### config.mk
export PLATFORM = sky130hd
export DESIGN_NAME = best_time_tracker
export DESIGN_NICKNAME = d
export VERILOG_FILES = /design/src/rtl/reaction_timer_pkg.sv /design/src/rtl/bcd4_less_than.sv /design/src/rtl/best_time_tracker.sv
export SDC_FILE = /design/constraint.sdc
export NUM_CORES = 1
export LEC_CHECK = 0
export CAP_MARGIN = 20
export CELL_PAD_IN_SITES_DETAIL_PLACEMENT = 0
export CELL_PAD_IN_SITES_GLOBAL_PLACEMENT = 1
export CORE_ASPECT_RATIO = 1.75
export CORE_MARGIN = 2
export CORE_UTILIZATION = 40
export DETAILED_ROUTE_END_ITERATION = 10
export PLACE_DENSITY_LB_ADDON = 0.05
export SKIP_LAST_GASP = 1
export SLEW_MARGIN = 5
export SYNTH_ARGS = -nofsm -noshare
export SYNTH_HDL_FRONTEND = slang
export SYNTH_SLANG_ARGS = --single-unit
### constraint.sdc
create_clock -name clk -period 6.1 [get_ports clk]
set_input_delay 1.22 -clock clk [delete_from_list [all_inputs] [get_ports clk]]
set_output_delay 1.22 -clock clk [all_outputs]
set_load 0.01 [all_outputs]
### src/rtl/reaction_timer_pkg.sv
// Shared definitions for the reaction-timer datapath: tracker states,
// BCD constants and a digit-range helper.
package reaction_timer_pkg;

    typedef enum logic [1:0] {
        IDLE      = 2'd0,
        COMPARE   = 2'd1,
        CELEBRATE = 2'd2
    } tracker_state_t;

    localparam logic [3:0]  BCD_BLANK    = 4'hF;
    localparam logic [15:0] BCD_MAX_TIME = {4'd9, 4'd9, 4'd9, 4'd9};

    function automatic logic bcd_time_valid(input logic [15:0] t);
        bcd_time_valid = (t[15:12] <= 4'd9) && (t[11:8] <= 4'd9) &&
                         (t[7:4]   <= 4'd9) && (t[3:0]  <= 4'd9);
    endfunction

endpackage

### src/rtl/bcd4_less_than.sv
// Combinational 4-digit BCD comparator; digit 3 is most significant.
// Lexicographic digit order equals numeric order for valid BCD.
module bcd4_less_than
    import reaction_timer_pkg::*;
(
    input  logic [15:0] a,
    input  logic [15:0] b,
    output logic        lt,
    output logic        eq
);

    always_comb begin
        lt = 1'b0;
        eq = 1'b1;
        for (int i = 3; i >= 0; i--) begin
            if (eq) begin
                if (a[i*4 +: 4] < b[i*4 +: 4]) begin
                    lt = 1'b1;
                    eq = 1'b0;
                end else if (a[i*4 +: 4] > b[i*4 +: 4]) begin
                    eq = 1'b0;
                end
            end
        end
    end

endmodule

### src/rtl/best_time_tracker.sv
// Keeps last and best reaction times, flags new records with a pulse and
// a blinking LED, and drives the display digits (last or best).
module best_time_tracker
    import reaction_timer_pkg::*;
#(
    parameter int unsigned BLINK_HALF    = 12500000,
    parameter int unsigned BLINK_TOGGLES = 8
) (
    input  logic       clk,
    input  logic       rst,
    input  logic       result_valid,
    input  logic [3:0] res_bcd3,
    input  logic [3:0] res_bcd2,
    input  logic [3:0] res_bcd1,
    input  logic [3:0] res_bcd0,
    input  logic       show_best,
    input  logic       clear_best,
    output logic [3:0] disp_bcd3,
    output logic [3:0] disp_bcd2,
    output logic [3:0] disp_bcd1,
    output logic [3:0] disp_bcd0,
    output logic       new_record,
    output logic       record_led,
    output logic       best_valid,
    output logic       bcd_err
);

    localparam int BLINK_W  = (BLINK_HALF > 1) ? $clog2(BLINK_HALF) : 1;
    localparam int TOGGLE_W = $clog2(BLINK_TOGGLES + 1);
    localparam logic [BLINK_W-1:0]  BLINK_LAST  = BLINK_W'(BLINK_HALF - 1);
    localparam logic [TOGGLE_W-1:0] TOGGLE_LAST = TOGGLE_W'(BLINK_TOGGLES - 1);

    tracker_state_t state, state_next;

    logic [15:0]         res_time;
    logic [15:0]         last_time;
    logic [15:0]         best_time;
    logic [15:0]         disp_time;
    logic [BLINK_W-1:0]  blink_cnt;
    logic [TOGGLE_W-1:0] toggle_cnt;
    logic                last_lt_best;
    logic                last_eq_best;
    logic                accept;
    logic                digits_ok;
    logic                is_record;
    logic                blink_wrap;
    logic                blink_done;

    assign res_time = {res_bcd3, res_bcd2, res_bcd1, res_bcd0};
    assign {disp_bcd3, disp_bcd2, disp_bcd1, disp_bcd0} = disp_time;

    bcd4_less_than u_cmp (
        .a  (last_time),
        .b  (best_time),
        .lt (last_lt_best),
        .eq (last_eq_best)
    );

    always_ff @(posedge clk) begin
        if (rst) begin
            state <= IDLE;
        end else begin
            state <= state_next;
        end
    end

    // The initial LED rise counts as the first toggle, so an even toggle
    // count leaves the LED dark when the celebration finishes.
    always_comb begin
        state_next = state;
        accept     = result_valid && (state != COMPARE);
        digits_ok  = bcd_time_valid(res_time);
        is_record  = !best_valid || (last_lt_best && !last_eq_best);
        blink_wrap = (blink_cnt == BLINK_LAST);
        blink_done = blink_wrap && (toggle_cnt == TOGGLE_LAST);
        case (state)
            IDLE: begin
                if (accept) state_next = digits_ok ? COMPARE : IDLE;
            end
            COMPARE: begin
                if (clear_best)     state_next = IDLE;
                else if (is_record) state_next = CELEBRATE;
                else                state_next = IDLE;
            end
            CELEBRATE: begin
                if (accept)          state_next = digits_ok ? COMPARE : IDLE;
                else if (clear_best) state_next = IDLE;
                else if (blink_done) state_next = IDLE;
            end
            default: state_next = IDLE;
        endcase
    end

    always_ff @(posedge clk) begin
        if (rst) begin
            last_time  <= 16'h0000;
            best_time  <= BCD_MAX_TIME;
            best_valid <= 1'b0;
            new_record <= 1'b0;
            record_led <= 1'b0;
            bcd_err    <= 1'b0;
            blink_cnt  <= '0;
            toggle_cnt <= '0;
            disp_time  <= 16'h0000;
        end else begin
            new_record <= 1'b0;
            bcd_err    <= 1'b0;

            if (clear_best) begin
                best_time  <= BCD_MAX_TIME;
                best_valid <= 1'b0;
            end

            if (accept) begin
                if (digits_ok) last_time <= res_time;
                else           bcd_err   <= 1'b1;
            end

            if (state == COMPARE && !clear_best && is_record) begin
                best_time  <= last_time;
                best_valid <= 1'b1;
                new_record <= 1'b1;
                record_led <= 1'b1;
                blink_cnt  <= '0;
                toggle_cnt <= TOGGLE_W'(1);
            end

            if (state == CELEBRATE) begin
                if (accept || clear_best) begin
                    record_led <= 1'b0;
                    blink_cnt  <= '0;
                    toggle_cnt <= '0;
                end else if (blink_wrap) begin
                    blink_cnt  <= '0;
                    toggle_cnt <= toggle_cnt + TOGGLE_W'(1);
                    record_led <= blink_done ? 1'b0 : ~record_led;
                end else begin
                    blink_cnt <= blink_cnt + BLINK_W'(1);
                end
            end

            if (!show_best)      disp_time <= last_time;
            else if (best_valid) disp_time <= best_time;
            else                 disp_time <= {4{BCD_BLANK}};
        end
    end

endmodule

* Word level (Yosys, flattened, before mapping)
Cells that the tools add are included.
W data, S select, Z words.
** Operators by class
- Bitwise operators :: 2
- Multiplexer cells :: 47
- $add $sub $neg :: 2
- Eq/ne operators :: 7
- Reductions and logical operators :: 19
- Magnitude comparators :: 12
** Operators with widths (count)
- $mux W24 :: 4
- $mux W16 :: 4
- $mux W1 :: 28
- $add A24 B1 Y24 const B :: 1
- $eq A24 B24 Y1 const B :: 1
- $gt A4 B4 Y1 :: 4
- $le A4 B4 Y1 const B :: 4
- $lt A4 B4 Y1 :: 4
- $mux W4 :: 4
- $mux W2 :: 6
- $logic_and A1 B1 Y1 :: 8
- $pmux W2 S3 :: 1
- $add A4 B1 Y4 const B :: 1
- $eq A4 B3 Y1 const B :: 1
- $ne A4 B4 Y1 const B :: 1
- $reduce_and A2 Y1 :: 2
- $reduce_bool A2 Y1 :: 2
- $logic_not A1 Y1 :: 3
- $eq A2 B1 Y1 const B :: 1
- $eq A2 B2 Y1 const B :: 1
- $logic_not A2 Y1 :: 1
- $logic_or A1 B1 Y1 :: 2
- $ne A2 B1 Y1 const B :: 1
- $ne A2 B2 Y1 const B :: 1
- other kinds (2) :: 3
** Word-level totals
- Bits of input ports :: 21
- Register bits :: 82

* Longest topological paths before layout
- Depth after elaboration :: 15
- Gate-level depth with buffers :: 11

* Modules after synthesis
Synthesis repeated with hierarchy kept, for this count alone.
** Unflattened totals
- Cell total of the unflattened synthesis :: 464
- Area, all modules :: 3900.0 um^2
** By module, submodules not included
- best_time_tracker :: cells each 401, area an instance 3477.1 um^2, times used 1, seq. area each 1641.6 um^2
- bcd4_less_than :: cells each 63, area an instance 422.9 um^2, times used 1, seq. area each 0.0 um^2

* Worst setup path before layout
OpenSTA, ideal clock, no wires.
- Kind :: in2reg
- Start :: in clear_best
- End :: reg blink_cnt[19]
- Path buffers :: 1
- Cell stages on the path :: 7
- Slack :: 3358 ps
- Arrival time :: 2672 ps
- Library setup time :: 70 ps
- Cells stage by stage :: or2_1 > a21oi_1 > nand2b_1 > buf_2 > o2111ai_2 > or4_1 > a21oi_1
** On the way
- Longest elaborated chain between the ends :: 4
** RTL lines
- start, declared :: line best_time_tracker.sv:17 : input logic clear_best,
- $logic_not A1 Y1 :: line best_time_tracker.sv:119 : if (state == COMPARE && !clear_best && is_record) begin
- $logic_and A1 B1 Y1 (2 in a row) :: line best_time_tracker.sv:119
- $reduce_bool A2 Y1 (no source line)
- end signal, assigned :: line best_time_tracker.sv:138 : blink_cnt <= blink_cnt + BLINK_W'(1);
- end, declared :: line best_time_tracker.sv:39 : logic [BLINK_W-1:0] blink_cnt;
Several ways; a longest one is shown, not always the timed one.
A chain may end at the register's enable or synchronous reset.

* Worst setup path in the final report
- Start :: in clear_best
- End :: reg blink_cnt[20]
Same word-level chain as after synthesis.

==> results.yml <==
outcome:
  status: "complete, no violations"
yosys:
  synth_top_area_share_pct: 45.4
  yosys_warnings: 0
  yosys_register_bits: 82
  netlist_area_mm2: 0.00361
  synth-async-reset-ratio_pct: 0
  synthTopCellsByArea: "dfxtp_1 45%, ha_1 6.2%, nor2_1 5.9%"
  synth_seq_area_share_pct: 45.4
  yosys_most_used_dff: "dfxtp_1"
  yosysUniqueCellTypes: 42
  postSynthCellCount: 395
  synth_area_per_cell_um2: 9.15
  synth-edff-count: 0
  yosys.area.top_type: "dfxtp_1"
  synth.net_count: 434
route:
  vias_per_cell: 5.42
  first_iter_violations: 114
  wl_per_cell_um: 15.9
  num_vias: 3008
  dr.pass1.iters: 4
  ant_nets: 0
  route.detailed.drc: 0
  routed_wl_um: 8810
sta:
  setup_viol: 0
  rsz0062_at_grt: "false"
  timing.final.ws_setup_ns: 2.65
  skew_ns: 0.00500
  post-route-period-util_pct: 56.6
  hold_viol: 0
  tightest_slew_ns: 0.950
  relSlewSlack_pct: 36.5
  whs_ns: 0.472
  drv_slew: 0
  finalSetupTns_ns: 0
  period_needed_ns: 3.45
  fmax_mhz: 290
power:
  power.static_leakage_nw: 1.61
  power_density_mw_per_mm2: 267
  vdd_drop_max_mv: 0.177
  power_mw: 1.19
clocking:
  clkSlewWorstSetupHoldPaths_ns: 0.06
  cts_root_buf: "clkbuf_16"
  clk_latency_ns: 0.34
  cts.hold.buffers_added: 0
  cts-resized-gates: 0
  clock_sinks: 82
  clk_path_buf_depth: 2
  post-cts-setup-buffer-count: 0
  cts_buffers: 9
  ctsHtreeMaxLevel: 3
  cts_tree: "built"
global_route:
  grt_pass1_vias: 2891
  grt_usage_pct: 19.1
  grt_util_met1_pct: 20.5
  grt.met2_usage_pct: 35.0
  top_usage_layer: "met2"
  use_met3_pct: 4.17
  grt_first_pass_wirelength_um: 14100
  grt-ovfl-total: 0
  grt_max_degree: 46
  antenna_found_initial: 0
setup_path:
  reg2reg_to: "blink_cnt[4]"
  slowest_delay_ns: 0.50
  cp-end-kind: "flop"
  critical_path_class: "primary input to flop"
  ff2ff_setup_slack_ns: 3.10
  cp_top_family: "simple AND/OR/NAND/NOR gates"
  cp_slowest_cell: "or4_1"
  reg2reg_from: "best_time[10]"
  path_cells: "clkdlybuf4s50_1 -> or2_1 -> a21oi_1 -> nand2b_1 -> o21ai_1 -> or4_1 -> a21oi_1"
  path_max_fanout: 15
  required_ns: 6.34
  r2r_cells: 9
  crit_top_cell: "a21oi_1"
  start_kind: "primary input"
  crit_buf_inv: 1
  crit_arrival_ns: 3.70
worst_hold_path:
  min_from: "best_time[1]"
  holdPathEnd: "best_time[1]"
  hold_path.class: "flop to flop"
  hold_depth: 1
job:
  cap_violations: 0
floorplanning:
  initial_utilization_pct: 41.4
  rows: 45
  die_area_mm2: 0.00984
  die_w_um: 75.9
  die_y_um: 130
  io_pins: 41
  core_mm2: 0.00873
cells_and_area:
  diodes: 0
  stdcell_count: 555
  mostFrequentLayoutCells: "82 x dfxtp_1, 56 x nor2_1, 40 x clkdlybuf4s50_1, 27 x inv_1, 21 x a21oi_1"
  multi_input_area_mm2: 0.00180
  seqCellArea_mm2: 0.00164
  final_layout_size_suffix_gt1_share_pct: 5.71
  syn2layout_area_growth_pct: 22.9
  finalCoreUtilization_pct: 50.9
  final_cell_area_mm2: 0.00444
  nNetsFinal: 472
  layout_commonest_cell: "dfxtp_1"
  nFillCells: 847
placement:
  dp.cells: 538
  dpl-instance-area_mm2: 0.00412
  gp_congestion: 0.769
  dp_slack_ns: 2.27
  portBuffers: 40
  hpwlAfterDp_um: 6260
## area by class of cell
type,count,share of cell area [%]
inverter,28,2.37
clock inverter,5,1.44
timing repair buffer,45,10.0
sequential,82,37.0
multi-input combinational,267,40.5
tap,117,3.30
clock buffer,11,5.46
## kinds of logic after synthesis
family                     share of synthesized area, %
adders and majority gates                          6.23
xor gates and xnor gates                           2.67
buffers and inverters                              5.12
and+or+nand+nor                                    17.1
muxes                                              4.98
AOI/OAI and AO/OA                                  18.5
DFF                                                45.4
## cell usage after synthesis, drive strengths merged, types with 3 or more instances
library cell / count
a2bb2oi: 4
nor3: 4
or3: 7
a22oi: 6
ha: 18
a311oi: 18
xor2: 10
o2111ai: 6
nor2b: 4
a21oi: 21
o31ai: 7
buf: 7
a211oi: 3
a22o: 8
inv: 28
dfxtp: 82
or4: 7
or2: 3
nand2: 14
nand3: 8
nand2b: 4
clkbuf: 11
nand4: 10
o21ai: 16
mux2i: 18
nor2: 57
## registers in the layout (all words and copies together), names as in the netlist
register	count
bcd_err	1
best_time	16
best_valid	1
blink_cnt	24
disp_time	16
last_time	16
new_record	1
record_led	1
state	2
toggle_cnt	4
## report_power, final
part / switching (mW) / leakage, nW / internal, mW
Sequential: 0.00666 / 0.667 / 0.547
Combinational: 0.0415 / 0.802 / 0.0402
Clock: 0.220 / 0.146 / 0.330
## worst max-delay path by stage
stage / start / to / cells after the start
final: clear_best / blink_cnt[20] / 7
after global placement: clear_best / blink_cnt[20] / 7
after detailed placement: clear_best / blink_cnt[17] / 7
after CTS: clear_best / blink_cnt[22] / 7
after floorplan: clear_best / blink_cnt[19] / 7
after global routing: clear_best / blink_cnt[14] / 7
## routing by layer
layer | part of all wire, % | wire length, um | vias to the layer above
met2 | 56 | 4960 | 44
met4 | 1.4 | 121 | 0
li1 | - | - | 1515
met3 | 2.7 | 242 | 7
met5 | 0 | 0 | -
met1 | 40 | 3480 | 1442
No activity file was read; power rests on OpenSTA's default activity.
